## src/rtl/mips_pkg.sv

```systemverilog
// Shared opcodes, sequencer states and completion codes for the MIPS load/store unit.
package mips_pkg;

    localparam logic [5:0] OP_LW = 6'h23;
    localparam logic [5:0] OP_SW = 6'h2B;

    localparam logic [1:0] ERR_OK       = 2'd0;
    localparam logic [1:0] ERR_ILLEGAL  = 2'd1;
    localparam logic [1:0] ERR_MISALIGN = 2'd2;
    localparam logic [1:0] ERR_TIMEOUT  = 2'd3;

    typedef enum logic [2:0] {
        IDLE,
        DECODE,
        MEM,
        WB,
        DONE,
        ERR
    } lsu_state_t;

    // Sign-extend a 16-bit immediate to a 32-bit offset.
    function automatic logic [31:0] sext16(input logic [15:0] imm);
        return {{16{imm[15]}}, imm};
    endfunction

endpackage

```

## src/rtl/mips_lsu_ctrl_if.sv

```systemverilog
// Data-memory request/acknowledge port between the load/store unit and memory.
interface mips_lsu_ctrl_if #(
    parameter int unsigned DATA_W = 32
);
    logic              mem_req;
    logic              mem_we;
    logic [31:0]       mem_addr;
    logic [DATA_W-1:0] mem_wdata;
    logic              mem_ack;
    logic [DATA_W-1:0] mem_rdata;

    modport master (
        output mem_req,
        output mem_we,
        output mem_addr,
        output mem_wdata,
        input  mem_ack,
        input  mem_rdata
    );

    modport slave (
        input  mem_req,
        input  mem_we,
        input  mem_addr,
        input  mem_wdata,
        output mem_ack,
        output mem_rdata
    );
endinterface

```

## src/rtl/lsu_agu.sv

```systemverilog
// Address generation: base + sign-extended immediate, alignment and opcode checks.
module lsu_agu
    import mips_pkg::*;
(
    input  logic [5:0]  op,
    input  logic [15:0] imm,
    input  logic [31:0] base,
    output logic [31:0] addr,
    output logic        misaligned,
    output logic        illegal,
    output logic        is_sw
);

    // Effective address wraps modulo 2^32; only word accesses are legal.
    always_comb begin
        addr       = base + sext16(imm);
        misaligned = |addr[1:0];
        illegal    = !((op == OP_LW) || (op == OP_SW));
        is_sw      = (op == OP_SW);
    end

endmodule

```

## src/rtl/mips_lsu_ctrl.sv

```systemverilog
// Multi-cycle LW/SW sequencer: decode, memory handshake with timeout, writeback.
module mips_lsu_ctrl
    import mips_pkg::*;
#(
    parameter int unsigned DATA_W  = 32,
    parameter int unsigned REG_AW  = 5,
    parameter int unsigned TIMEOUT = 15
) (
    input  logic              clock,
    input  logic              reset,
    input  logic              instr_valid,
    input  logic [31:0]       instr,
    output logic              instr_ready,
    output logic [REG_AW-1:0] rf_raddr_a,
    output logic [REG_AW-1:0] rf_raddr_b,
    input  logic [DATA_W-1:0] rf_rdata_a,
    input  logic [DATA_W-1:0] rf_rdata_b,
    output logic              rf_we,
    output logic [REG_AW-1:0] rf_waddr,
    output logic [DATA_W-1:0] rf_wdata,
    mips_lsu_ctrl_if.master   mem,
    output logic              done,
    output logic [1:0]        err
);

    localparam int unsigned CNT_W = (TIMEOUT > 1) ? $clog2(TIMEOUT) : 1;
    // Last MEM cycle index at which an ack is still accepted.
    localparam logic [CNT_W-1:0] LIMIT = CNT_W'(TIMEOUT - 1);

    lsu_state_t        state_q;
    logic [31:0]       instr_q;
    logic [31:0]       addr_q;
    logic [DATA_W-1:0] wdata_q;
    logic [DATA_W-1:0] rdata_q;
    logic [CNT_W-1:0]  cnt_q;
    logic              instr_ready_q;
    logic              mem_req_q;
    logic              mem_we_q;
    logic              rf_we_q;
    logic              done_q;
    logic [1:0]        err_q;

    logic [31:0]       agu_addr;
    logic              agu_misaligned;
    logic              agu_illegal;
    logic              agu_is_sw;
    logic [4:0]        rt;

    assign rt = instr_q[20:16];

    lsu_agu u_agu (
        .op         (instr_q[31:26]),
        .imm        (instr_q[15:0]),
        .base       (rf_rdata_a[31:0]),
        .addr       (agu_addr),
        .misaligned (agu_misaligned),
        .illegal    (agu_illegal),
        .is_sw      (agu_is_sw)
    );

    assign instr_ready   = instr_ready_q;
    assign rf_raddr_a    = REG_AW'(instr_q[25:21]);
    assign rf_raddr_b    = REG_AW'(rt);
    assign rf_we         = rf_we_q;
    assign rf_waddr      = REG_AW'(rt);
    assign rf_wdata      = rdata_q;
    assign mem.mem_req   = mem_req_q;
    assign mem.mem_we    = mem_we_q;
    assign mem.mem_addr  = addr_q;
    assign mem.mem_wdata = wdata_q;
    assign done          = done_q;
    assign err           = err_q;

    // Sequencer state, wait counter and all registered outputs.
    always_ff @(posedge clock) begin
        if (reset) begin
            state_q       <= IDLE;
            instr_q       <= '0;
            addr_q        <= '0;
            wdata_q       <= '0;
            rdata_q       <= '0;
            cnt_q         <= '0;
            instr_ready_q <= 1'b1;
            mem_req_q     <= 1'b0;
            mem_we_q      <= 1'b0;
            rf_we_q       <= 1'b0;
            done_q        <= 1'b0;
            err_q         <= ERR_OK;
        end else begin
            unique case (state_q)
                IDLE: begin
                    if (instr_valid) begin
                        instr_q       <= instr;
                        instr_ready_q <= 1'b0;
                        state_q       <= DECODE;
                    end
                end
                DECODE: begin
                    addr_q  <= agu_addr;
                    wdata_q <= rf_rdata_b;
                    if (agu_illegal) begin
                        err_q   <= ERR_ILLEGAL;
                        done_q  <= 1'b1;
                        state_q <= ERR;
                    end else if (agu_misaligned) begin
                        err_q   <= ERR_MISALIGN;
                        done_q  <= 1'b1;
                        state_q <= ERR;
                    end else begin
                        mem_req_q <= 1'b1;
                        mem_we_q  <= agu_is_sw;
                        cnt_q     <= '0;
                        state_q   <= MEM;
                    end
                end
                MEM: begin
                    // Ack is checked first so an ack on the final permitted cycle succeeds.
                    if (mem.mem_ack) begin
                        mem_req_q <= 1'b0;
                        mem_we_q  <= 1'b0;
                        if (mem_we_q) begin
                            err_q   <= ERR_OK;
                            done_q  <= 1'b1;
                            state_q <= DONE;
                        end else begin
                            rdata_q <= mem.mem_rdata;
                            rf_we_q <= (rt != 5'd0);
                            state_q <= WB;
                        end
                    end else if (cnt_q == LIMIT) begin
                        mem_req_q <= 1'b0;
                        mem_we_q  <= 1'b0;
                        err_q     <= ERR_TIMEOUT;
                        done_q    <= 1'b1;
                        state_q   <= ERR;
                    end else begin
                        cnt_q <= cnt_q + CNT_W'(1);
                    end
                end
                WB: begin
                    rf_we_q <= 1'b0;
                    err_q   <= ERR_OK;
                    done_q  <= 1'b1;
                    state_q <= DONE;
                end
                DONE, ERR: begin
                    done_q        <= 1'b0;
                    err_q         <= ERR_OK;
                    instr_ready_q <= 1'b1;
                    state_q       <= IDLE;
                end
                default: begin
                    state_q <= IDLE;
                end
            endcase
        end
    end

endmodule

```

## src/flat_wrapper.sv

```systemverilog
// flat-port wrapper written by rule: the top's interface ports become plain ports
module mips_lsu_ctrl_flat import mips_pkg::*;
#(
    parameter int unsigned DATA_W  = 32,
    parameter int unsigned REG_AW  = 5,
    parameter int unsigned TIMEOUT = 15
)
  (clock, reset, instr_valid, instr, instr_ready, rf_raddr_a, rf_raddr_b, rf_rdata_a, rf_rdata_b, rf_we, rf_waddr, rf_wdata, done, err, mem_mem_req, mem_mem_we, mem_mem_addr, mem_mem_wdata, mem_mem_ack, mem_mem_rdata);
  mips_lsu_ctrl_if #(.DATA_W(DATA_W)) mem_i ();
  input  logic clock;
  input  logic reset;
  input  logic instr_valid;
  input  logic [31:0] instr;
  output logic instr_ready;
  output logic [REG_AW-1:0] rf_raddr_a;
  output logic [REG_AW-1:0] rf_raddr_b;
  input  logic [DATA_W-1:0] rf_rdata_a;
  input  logic [DATA_W-1:0] rf_rdata_b;
  output logic rf_we;
  output logic [REG_AW-1:0] rf_waddr;
  output logic [DATA_W-1:0] rf_wdata;
  output logic done;
  output logic [1:0] err;
  output wire logic [$bits(mem_i.mem_req)-1:0] mem_mem_req;
  output wire logic [$bits(mem_i.mem_we)-1:0] mem_mem_we;
  output wire logic [$bits(mem_i.mem_addr)-1:0] mem_mem_addr;
  output wire logic [$bits(mem_i.mem_wdata)-1:0] mem_mem_wdata;
  input wire logic [$bits(mem_i.mem_ack)-1:0] mem_mem_ack;
  input wire logic [$bits(mem_i.mem_rdata)-1:0] mem_mem_rdata;
  assign mem_mem_req = mem_i.mem_req;
  assign mem_mem_we = mem_i.mem_we;
  assign mem_mem_addr = mem_i.mem_addr;
  assign mem_mem_wdata = mem_i.mem_wdata;
  assign mem_i.mem_ack = mem_mem_ack;
  assign mem_i.mem_rdata = mem_mem_rdata;
  mips_lsu_ctrl #(.DATA_W(DATA_W), .REG_AW(REG_AW), .TIMEOUT(TIMEOUT)) u_core (.clock(clock), .reset(reset), .instr_valid(instr_valid), .instr(instr), .instr_ready(instr_ready), .rf_raddr_a(rf_raddr_a), .rf_raddr_b(rf_raddr_b), .rf_rdata_a(rf_rdata_a), .rf_rdata_b(rf_rdata_b), .rf_we(rf_we), .rf_waddr(rf_waddr), .rf_wdata(rf_wdata), .mem(mem_i), .done(done), .err(err));
endmodule
```

## config.mk

```make
export PLATFORM = sky130hd
export DESIGN_NAME = mips_lsu_ctrl_flat
export DESIGN_NICKNAME = d
export VERILOG_FILES = /design/src/rtl/mips_pkg.sv /design/src/rtl/mips_lsu_ctrl_if.sv /design/src/rtl/lsu_agu.sv /design/src/rtl/mips_lsu_ctrl.sv /design/src/flat_wrapper.sv
export SDC_FILE = /design/constraint.sdc
export NUM_CORES = 1
export LEC_CHECK = 0
export ABC_CLOCK_PERIOD_IN_PS = 3020
export CAP_MARGIN = 20
export CORE_UTILIZATION = 45
export DETAILED_ROUTE_END_ITERATION = 10
export MAX_ROUTING_LAYER = met4
export PLACE_DENSITY = 0.91
export SLEW_MARGIN = 5
export SYNTH_ARGS = -nofsm -noshare
export SYNTH_HDL_FRONTEND = slang
export SYNTH_SLANG_ARGS = --single-unit
export TNS_END_PERCENT = 10
```

## constraint.sdc

```tcl
create_clock -name clock -period 3.02 [get_ports clock]
set_input_delay 0.604 -clock clock [delete_from_list [all_inputs] [get_ports clock]]
set_output_delay 0.604 -clock clock [all_outputs]
set_load 0.02 [all_outputs]
```

==> results of run 1 <==
[sequential cells by signal, indices dropped and copies added (netlist names)]
signal / cells
u_core.instr_ready: 1
u_core.state_q: 3
u_core.mem.mem_wdata: 32
u_core.rf_wdata: 32
u_core.mem.mem_addr: 32
u_core.done: 1
u_core.err: 2
u_core.mem.mem_we: 1
u_core.instr_q: 32
u_core.cnt_q: 4
u_core.rf_we: 1
u_core.mem.mem_req: 1
[kinds of logic after synthesis]
logic type      after synthesis  share of synthesized area (%)
buf+inv                      83                           5.41
simple gates                349                           21.3
fa+ha+maj                    34                           6.28
compound gates              249                           21.7
xor+xnor                     25                           3.18
mux                           6                          0.890
flops                       142                           41.3
[metal layers]
metal / global-route usage [%] / wire (um) / vias to the layer above
li1: - / - / 3564
met1: 32.5 / 9100 / 3334
met2: 47.2 / 10400 / 334
met3: 6.16 / 1490 / 36
met4: 9.64 / 403 / 0
met5: - / 0 / -
[worst max-delay path, cell delays in order]
cell and delay (ns):
clkdlybuf4s50_1 0.46, ha_1 0.16, inv_1 0.06, fa_2 0.37, nor2b_2 0.21, o2111ai_4 0.15
a211oi_2 0.31, o2111ai_2 0.19, buf_4 0.18, a21oi_1 0.19, mux2i_1 0.23, nand2_1 0.06
[metrics by stage]
step	cells	instance area (um2)	total power (uW)	hold slack, ns	utilization, %
2_1_floorplan	888	6890	2750	0.434	-
3_3_place_gp	1306	9710	3310	0.439	65.8
3_5_place_dp	1306	9710	3330	0.445	65.8
4_1_cts	1338	10300	5460	0.452	69.9
5_1_grt	1338	10400	5680	0.469	70.2
6_report	1338	10400	5450	0.452	70.2
[final cells by class]
type                            count  area share, %
Inverter                           13          0.471
Sequential cell                   142           27.5
Tap cell                          184           2.22
Timing Repair Buffer              304           28.0
Clock inverter                     15           1.69
Multi-Input combinational cell    663           36.0
Clock buffer                       17           4.11
[how the worst min path moves through the flow]
stage	startpoint	endpoint	slack, ns	cells after the start
after floorplan	u_core.instr_q[29]	u_core.instr_q[29]	0.43	2
after global placement	u_core.mem.mem_addr[5]	u_core.mem.mem_addr[5]	0.44	2
after detailed placement	u_core.mem.mem_addr[3]	u_core.mem.mem_addr[3]	0.45	2
after CTS	u_core.mem.mem_addr[3]	u_core.mem.mem_addr[3]	0.45	2
after global routing	u_core.rf_wdata[2]	u_core.rf_wdata[2]	0.47	2
final	u_core.mem.mem_wdata[0]	u_core.mem.mem_wdata[0]	0.45	2
[cell usage in the layout (no fill, tap or decap), types with 3 or more instances in the layout]
| cell | instances |
|---|---|
| nor2b_1 | 4 |
| o21a_1 | 3 |
| a211oi_1 | 4 |
| a211oi_2 | 3 |
| and3_1 | 6 |
| nand3_1 | 10 |
| inv_8 | 3 |
| a221o_1 | 3 |
| a31oi_1 | 7 |
| clkdlybuf4s50_1 | 248 |
| xnor2_1 | 12 |
| mux2i_1 | 5 |
| a21oi_1 | 145 |
| a21o_1 | 15 |
| nand4_1 | 12 |
| nor3_1 | 14 |
| clkbuf_16 | 17 |
| ha_1 | 33 |
| o211ai_1 | 3 |
| o21ai_0 | 29 |
| dfxtp_1 | 142 |
| nand2b_1 | 5 |
| nor2_1 | 32 |
| inv_6 | 5 |
| buf_4 | 56 |
| inv_1 | 13 |
| nand2_1 | 248 |
| o2111a_1 | 3 |
| o21bai_1 | 6 |
| xor2_1 | 13 |
[where the power goes]
group	switching, uW	total (uW)	internal (uW)
Sequential	69.5	2060	1990
Clock	886	2130	1250
Combinational	655	1260	602
[repair_timing]
| item | in CTS | in global routing |
|---|---|---|
| resized for setup | 0 | 8 |
| setup endpoints to repair | 0 | 4 |
| hold buffers | 0 | 0 |
| hold endpoints to repair | 0 | 0 |
==> summary by stage, run 1 <==
Status
The flow ran to the end, and the final reports show no timing, DRC or antenna violations.

Logic synthesis
Among all flip-flop cells after synthesis, the most frequent one is dfxtp_1. The cell type with the highest aggregate area in the netlist is dfxtp_1. The async set or reset register ratio after synthesis is 0%. The average instance in the mapped netlist occupies just under 8 um2. Synthesis produced 888 cells. The register bit total from synthesis is 142.

The cell with the most instances after synthesis is nand2_1. Counting instances in the post-synthesis netlist gives the leading cell types as nand2_1 (248), a21oi_1 (145), dfxtp_1 (142). The number of enable-type register cells in the synthesized netlist is 0. The warning count from the yosys run is 0. After synthesis, the cell types taking the most area are dfxtp_1 (41%), nand2_1 (14%), a21oi_1 (11%). In this run, distinct cell masters in the synthesized netlist total 60.

The cell area that synthesis handed to floorplanning was 0.00689 mm2. The share of the synthesized area in the top cell type is 41.3%. The sequential element share of the synthesized area is 41.3%. The number of nets in the synthesized netlist is 1054.

GRT
The overall fraction of global-route tracks in use is roughly 28%. The wire length of the first global-routing pass is about 34 mm. The largest net degree at the start of global routing is 72. The number of antenna violations at the first check in global routing is 0. The via count of the first global-routing pass is 7040. The final global-route overflow total is 0.

Die
Measured along the x axis, the die boundary spans 126 um. The die covers 0.0158 mm2. After floorplanning, the core was divided into between 40 and 50 placement rows. The initial standard-cell utilization of the core is 46.7%. The die is 126 um tall. The area of the placeable core is 0.0148 mm2.

The number of I/O pins is 250.

Pwr
For this design the ratio of total power to cell area is 526 mW/mm2. IR analysis of the VDD net gives a maximum drop of 359 uV. For this design the static power due to leakage is 0.00401 uW.

Worst setup path
The reg-to-reg setup timing slack is about 0.45 ns. The worst setup path is captured at a flop. STA classifies the critical path startpoint as an input pin. For the worst setup path, the data required time is ~3.3 ns. Along the worst path, the maximum fanout reaches 3. The capture point of the worst reg-to-reg path is u_core.mem.mem_addr[26].

The data arrival time of the critical path is 3.18 ns. Counting cells, the worst reg-to-reg path comes to 11. By startpoint and endpoint, the worst setup path is classified as input pin to flop. In this run the worst setup path begins at rf_rdata_a[0]. The capture point of the worst path is u_core.mem.mem_addr[26].

The launching point of the worst reg2reg path is u_core.instr_q[0].

Timing
The number of setup violations in the final report is 0. The pin slew with the least headroom to its limit is 0.806 ns. The worst path meets setup with 0.161 ns of slack.

The worst-case clock skew is 0.0153 ns. The worst pin sits at a relative slew slack of 45.9%. For the final routed database, the setup TNS stands at 0 ns.

The number of failing hold endpoints at the final stage is 0. Based on the critical path, the design can be clocked at up to 350 MHz. In the finished design, the share of the clock period the worst path needs comes to around 95%. The worst path needs roughly 2.9 ns of the cycle, external delays included.

The number of max-slew violations in the final report came to 0.

Layout
Across the whole layout, storage elements account for 0.00284 mm2. The layout has 1150 filler cells. Relative to the synthesized area, the layout overhead comes to 50.3%. The net count reported at finish is around 1300. The multi-input combinational cells in the finished layout cover a total of 0.00373 mm2. The repair_antennas step left the layout with diodes totalling 0. The proportion of layout cells with a drive suffix above 1 is 9.27%.

Clock tree
The post-CTS setup-driven buffer insertion count is 0. After clock tree synthesis, the clock-pin slew on the worst setup and hold paths is 0.06 ns. The tree built by TritonCTS fans out to ~140 sinks. For the worst-skew pair, the clock arrives at the later sink with an insertion delay of 0.43 ns. The clock tree from TritonCTS is built. The longest clock path from root to sink contains 2 buffers. The clock buffer count from CTS is 17. The CTS root buffer is clkbuf_16. In this run the number of H-tree levels came out at 4.

Drt
The pre-antenna-repair detailed-routing pass consisted of 5 iterations. In the routed design, unresolved DRC markers number 0. In the final routed layout, each cell accounts on average for 16.0 um.

The detailed-route via count is approximately 7300. The number of DRC violations after detailed-routing iteration 0 is roughly 480. After detailed routing, the number of vias per cell comes to 5.43. Summed over all layers, the routed wires come to 21.4 mm. In this run the remaining antenna-violating nets after routing total 0.

Place
Routability-driven placement finished with a final weighted congestion of 0.992. Detailed placement finished with a half-perimeter wire length of 15.6 mm. The pre-CTS worst setup slack is -0.397 ns.

The count of buffers added on input and output ports is 249.

Flow run
The max capacitance violation total is 0.

Hold path
The worst hold path belongs to the class flop to flop.
(Power assumes the default switching activity.)
==> inputs of run 2 (changes only) <==
Settings changed: CELL_PAD_IN_SITES_DETAIL_PLACEMENT set to 1, CELL_PAD_IN_SITES_GLOBAL_PLACEMENT set to 1, CORE_UTILIZATION 45 to 32.
==> summary by stage, run 2 (synthesis results as in run 1) <==
Timing
The number of setup violations in the final report is 0 (unchanged). The part of the cycle the worst path needs is 95.2% (+0.51 points). The max-slew headroom at the worst pin is 34.5% (-11 points). The number of max-slew violations in the final report came to 0 (unchanged). The highest clock frequency the design can meet is 348 MHz (-0.54%). The final-layout worst hold slack was 0.451 ns (-0.00109 ns). The pin slew with the least headroom to its limit was 0.976 ns (+0.170 ns).

The worst-case clock skew is 0.00597 ns (-0.00935 ns). The final critical path time including I/O delays and setup is 2.87 ns (+0.0154 ns). The worst-case setup margin in the final layout is 0.146 ns (-0.0154 ns). Setup repair after global routing left no endpoint under its margin. The number of failing hold endpoints at the final stage is 0 (unchanged).

Layout
The fraction of the core area covered by cells at the end of the flow is 49.7% (-20 points). The net count reported at finish came to 1308 (+0.077%). The post-route cell area is 0.0105 mm2 (+1.3%). The area growth from synthesis to layout is 52.2%.

The proportion of layout cells with a drive suffix above 1 is 9.45% (+0.17 points). The final antenna diode count came to 0 (unchanged). The library cells used most frequently in the layout, excluding fill and tap cells, are nand2_1 (248), clkdlybuf4s50_1 (248), a21oi_1 (145), dfxtp_1 (142), buf_4 (57).

GRT
The wire length of the first global-routing pass is 38.9 mm (+14%). The number of antenna violations at the first check in global routing is 0 (unchanged). The largest net degree at the start of global routing is 68 (-5.6%). The overall fraction of global-route tracks in use is 23.2% (-4.7 points). The via count of the first global-routing pass is 7572 (+7.6%). The final global-route overflow total is 0 (unchanged).

Clock tree
The maximum buffer depth of the clock tree was 2 (unchanged). The clock-pin slew on the worst setup and hold paths is 0.06 ns (about the same). The CTS root buffer is clkbuf_16. The number of levels in the clock H-tree is 4 (unchanged). The clock network latency to the later pin of the worst-skew pair is 0.42 ns (about the same). The quantity of hold-fixing buffers added after cts is 0 (unchanged). TritonCTS built the clock tree. The clock buffer count from CTS is 17 (unchanged).

The clock sink count was 142 (unchanged).

Drt
The number of DRC violations after detailed-routing iteration 0 is 353 (-26%). The aggregate routed wire length came to 25.1 mm (+17%). The post-detailed-route via-to-cell ratio is 5.08 (-6.5%). The number of routed nets with antenna violations is 0 (unchanged). The count of TritonRoute iterations in the first routing pass was 4 (-1). The detailed-route via count is 7256 (-0.17%). The total DRC errors in the routed layout is 0 (unchanged). The average wire per standard cell is 17.6 um (+9.8%).

Place
The post-detailed-placement cell area is 0.00983 mm2 (+1.3%). The count of input and output buffers is 249 (unchanged). The routability congestion estimate from global placement is 0.912 (-8.0%).

The HPWL after detailed placement came to 19.0 mm (+22%). The pre-CTS worst setup slack is -0.495 ns (-0.0988 ns).

Worst setup path
The path type of the worst setup path is input pin to flop. The number of cells on the worst reg-to-reg path is 8 (-3). The startpoint class of the critical path is an input pin. The most critical setup path has its startpoint at rf_rdata_a[0]. The launching point of the worst reg2reg path is u_core.instr_q[15]. In this run the worst setup path terminates at u_core.mem.mem_addr[30]. The reg-to-reg setup timing slack was 0.42 ns (-0.03 ns).

The maximum fanout encountered on the critical timing path was 3 (unchanged). The data required time at the worst endpoint is 3.33 ns (about the same). The data arrival time of the critical path is 3.19 ns (about the same). STA classifies the critical path endpoint as a flop. The capture point of the worst reg-to-reg path is u_core.mem.mem_addr[29].

Pwr
The internal power consumption is 3910 uW (+1.9%). The switching power total was 1630 uW (+1.3%). The power share of the combinational group is 23.2% (about the same).

The net switching share of the total power was 29.4% (-0.14 points). The sequential fraction of design power is 37.2% (-0.6 points). The leakage power total is 0.00402 uW (+0.33%). The power density over the cells is 528 mW/mm2 (+0.46%).

The clock network fraction of design power came to 39.6% (+0.5 points). The largest vdd supply drop is 281 uV (-22%).

Die
The number of I/O pins was 250 (unchanged). The vertical extent of the die came to 149 um (+18%). The row count is 53 (+20%). The area enclosed by the die boundary came to 0.0221 mm2 (+40%). The area of the placeable core was 0.0211 mm2 (+43%). The initial standard-cell utilization of the core was 32.7% (-14 points). The overall die width is 149 um (+18%).

Hold path
The tightest min-delay check is of the flop to flop type.

Flow run
The max capacitance violation total came to 0 (unchanged).

Status
The flow ran to the end, and the final reports show no timing, DRC or antenna violations.
run 2: layout make-up:
class / count / area [um2]
repair buffers: 305 / 2910
flip-flops and latches: 142 / 2840
clock buffers: 17 / 425
fillers: 2526 / 10600
inverters: 13 / 48.8
clock inverters: 14 / 184
multi-input cells: 663 / 3730
well taps: 275 / 344
run 2: power groups by stage:
stage	clock network [uW]	registers, uW	logic (uW)
6_report	2190	2060	1290
2_1_floorplan	0	2180	566
3_3_place_gp	0	2100	1230
3_5_place_dp	0	2100	1270
5_1_grt	2330	2070	1390
4_1_cts	2250	2060	1280
run 2: repair_timing:
action                     CTS  global route
setup buffers                0             0
setup endpoints to repair    1             8
resized for setup            1             8
cloned                       0             0
run 2: worst min path at each step:
stage	start	end	slack (ns)	cells after the start
after floorplan	u_core.instr_q[29]	u_core.instr_q[29]	0.43	2
after global placement	u_core.mem.mem_addr[23]	u_core.mem.mem_addr[23]	0.44	2
after detailed placement	u_core.mem.mem_addr[4]	u_core.mem.mem_addr[4]	0.45	2
after CTS	reset	u_core.mem.mem_addr[4]	0.44	2
after global routing	reset	u_core.mem.mem_addr[6]	0.45	2
final	u_core.mem.mem_addr[28]	u_core.mem.mem_addr[28]	0.45	2
run 2: metrics by stage:
stage / power (uW) / std cells / setup TNS, ns
2_1_floorplan: 2750 / 888 / 0
3_3_place_gp: 3330 / 1398 / -2.12
3_5_place_dp: 3380 / 1398 / -3.70
4_1_cts: 5590 / 1429 / 0
5_1_grt: 5790 / 1429 / 0
6_report: 5540 / 1429 / 0
run 2: worst max-delay path, cell delays in order:
cell and delay, ns:
clkdlybuf4s50_1 0.47, ha_1 0.18, inv_1 0.07, fa_2 0.38, nor2b_2 0.16, o2111ai_2 0.18, a211oi_2 0.29, o2111ai_2 0.20
a211oi_2 0.28, o21ai_0 0.12, a32o_1 0.26
run 2: routing by layer:
layer	part of all wire, %	track usage, %	vias up
met4	3.4	10.4	0
met3	5.3	4.63	55
met5	0	-	-
li1	-	-	3560
met2	49	39.7	224
met1	42	25.9	3417
==> inputs of run 3 (changes only) <==
Settings changed: RECOVER_POWER set to 50.
==> summary by stage, run 3 (synthesis results as in run 1) <==
Status
The flow ran to the end, and the final reports show no timing, DRC or antenna violations.

Timing
The setup TNS is 0 ns (unchanged). The max-slew headroom at the worst pin was 30.1% (-4.4 points). The number of setup violations in the final report is 0 (unchanged). The final critical path time including I/O delays and setup came to 2.87 ns (-0.00401 ns). The number of max-slew violations in the final report is 0 (unchanged). The worst-case clock skew is 0.00676 ns (+0.000782 ns). The pin slew with the least headroom to its limit is 1.05 ns (+0.0724 ns). The part of the cycle the worst path needs is 95.0% (-0.13 points).

The highest clock frequency the design can meet was 348 MHz (+0.14%). Setup repair after global routing left no endpoint under its margin. The number of failing hold endpoints at the final stage came to 0 (unchanged).

Drt
The count of TritonRoute iterations in the first routing pass is 4 (unchanged). The post-detailed-route via-to-cell ratio is 5.07 (about the same). The average wire per standard cell is 17.5 um (-0.13%).

The total DRC errors in the routed layout is 0 (unchanged). The number of DRC violations after detailed-routing iteration 0 is 330 (-6.5%). The aggregate routed wire length is 25.1 mm (-0.13%). The detailed-route via count is 7249 (-0.096%). The number of routed nets with antenna violations is 0 (unchanged).

Pwr
The total power consumption of the routed design is 5520 uW (-0.35%). The largest vdd supply drop is 280 uV (about the same). The leakage power total is 0.00419 uW (+4.3%). The power density over the cells is 528 mW/mm2 (-0.16%).

Hold path
The hold path depth is 2 (unchanged). The min-delay analysis places its worst path in the category flop to flop. The hold-critical path endpoint is u_core.mem.mem_addr[28]. In this run the most critical hold path is launched from u_core.mem.mem_addr[28].

GRT
The number of antenna violations at the first check in global routing came to 0 (unchanged). The largest net degree at the start of global routing is 68 (unchanged). The via count of the first global-routing pass is 7572 (unchanged). The final global-route overflow total was 0 (unchanged). The wire length of the first global-routing pass came to 38.9 mm (unchanged). The overall fraction of global-route tracks in use is 23.2% (unchanged).

Worst setup path
The data required time at the worst endpoint is 3.33 ns (about the same). The startpoint class of the critical path is an input pin. The launching point of the worst reg2reg path is u_core.instr_q[15].

The maximum fanout encountered on the critical timing path was 3 (unchanged). The number of cells on the worst reg-to-reg path is 8 (unchanged). The category of the worst setup path capture point is a flop. The data arrival time of the critical path was 3.18 ns (about the same). The capture point of the worst reg-to-reg path is u_core.mem.mem_addr[29]. The path type of the worst setup path is input pin to flop. The reg-to-reg setup timing slack is 0.42 ns (about the same).

Clock tree
The clock sink count was 142 (unchanged). The clock-pin slew on the worst setup and hold paths is 0.06 ns (about the same). The number of levels in the clock H-tree was 4 (unchanged). The CTS root buffer is clkbuf_16.

The clock tree from TritonCTS is built. The clock buffer count from CTS came to 17 (unchanged). The clock network latency to the later pin of the worst-skew pair was 0.42 ns (about the same). The maximum buffer depth of the clock tree is 2 (unchanged).

Layout
The top cell types in the final layout, fill and taps aside, are nand2_1 (248), clkdlybuf4s50_1 (191), a21oi_1 (145), dfxtp_1 (142), dlygate4sd3_1 (57). The filler cell count in the final layout is 2530 (+0.16%). The net count reported at finish is 1308 (unchanged). The library cell used most frequently in the layout, excluding fill and tap cells, is nand2_1. The post-route cell area came to 0.0105 mm2 (-0.19%). The fraction of the core area covered by cells at the end of the flow came to 49.6% (-0.095 points).

The proportion of layout cells with a drive suffix above 1 is 9.10% (-0.35 points). The final antenna diode count was 0 (unchanged). The layout overhead on the synthesized area is 51.9%.

Flow run
The max capacitance violation total is 0 (unchanged).

Die
The area enclosed by the die boundary came to 0.0221 mm2 (unchanged). The initial standard-cell utilization of the core is 32.7% (unchanged). The vertical extent of the die was 149 um (unchanged). The number of I/O pins came to 250 (unchanged). The overall die width came to 149 um (unchanged).

The row count was 53 (unchanged). The area of the placeable core is 0.0211 mm2 (unchanged).

Place
The count of input and output buffers came to 249 (unchanged). The routability congestion estimate from global placement was 0.912 (unchanged). The post-detailed-placement cell area was 0.00983 mm2 (unchanged). The HPWL after detailed placement was 19.0 mm (unchanged).
==> run 3: per-stage QoR <==
| stage | worst slack, ns | cells | hold WS, ns |
|---|---|---|---|
| 2_1_floorplan | 0.325 | 888 | 0.434 |
| 6_report | 0.150 | 1429 | 0.446 |
| 5_1_grt | 0.00122 | 1429 | 0.448 |
| 3_3_place_gp | -0.376 | 1398 | 0.439 |
| 3_5_place_dp | -0.495 | 1398 | 0.447 |
| 4_1_cts | 0.00448 | 1429 | 0.441 |
==> run 3: metal layers <==
| metal | up-vias | global-route usage [%] | wire length (um) |
|---|---|---|---|
| met5 | - | - | 0 |
| met4 | 0 | 10.4 | 833 |
| met3 | 53 | 4.63 | 1390 |
| met2 | 229 | 39.7 | 12300 |
| met1 | 3407 | 25.9 | 10500 |
| li1 | 3560 | - | - |
==> run 3: how the worst max path moves through the flow <==
stage                       start                 endpoint  slack, ns  cells past startpoint
CTS                 rf_rdata_a[0]  u_core.mem.mem_addr[30]      0.004                     11
detailed placement  rf_rdata_a[0]  u_core.mem.mem_addr[30]      -0.50                     11
global placement    rf_rdata_a[0]  u_core.mem.mem_addr[30]      -0.38                     11
floorplan           rf_rdata_a[0]  u_core.mem.mem_addr[30]       0.33                     10
global route        rf_rdata_a[1]  u_core.mem.mem_addr[23]      0.001                     10
finish              rf_rdata_a[0]  u_core.mem.mem_addr[30]       0.15                     11
==> run 3: area by class of cell <==
cell class	instances	area, um2	area share, %
multi-input combinational	663	3720	35.5
timing repair buffer	305	2900	27.7
sequential	142	2840	27.2
clock buffer	17	425	4.06
tap	275	344	3.29
clock inverter	14	184	1.76
inverter	13	48.8	0.466
==> run 3: critical path, cell delays in order <==
cell and delay [ns]:
clkdlybuf4s50_1 0.47, ha_1 0.17, inv_1 0.07, fa_2 0.38, nor2b_2 0.16, o2111ai_2 0.18
a211oi_2 0.29, o2111ai_2 0.19, a211oi_2 0.28, o21ai_0 0.12, a32o_1 0.26
==> run 3: what timing repair did <==
action,in CTS,in global routing
pin swaps,0,0
hold buffers,0,0
buffers inserted,0,0
setup endpoints to repair,1,8
resized for setup,1,8
==> run 3: where the power goes <==
group	internal, uW	switching (uW)	leakage, uW
registers	1990	72.6	0.00116
logic	591	678	0.00273
clock network	1320	877	0.000302
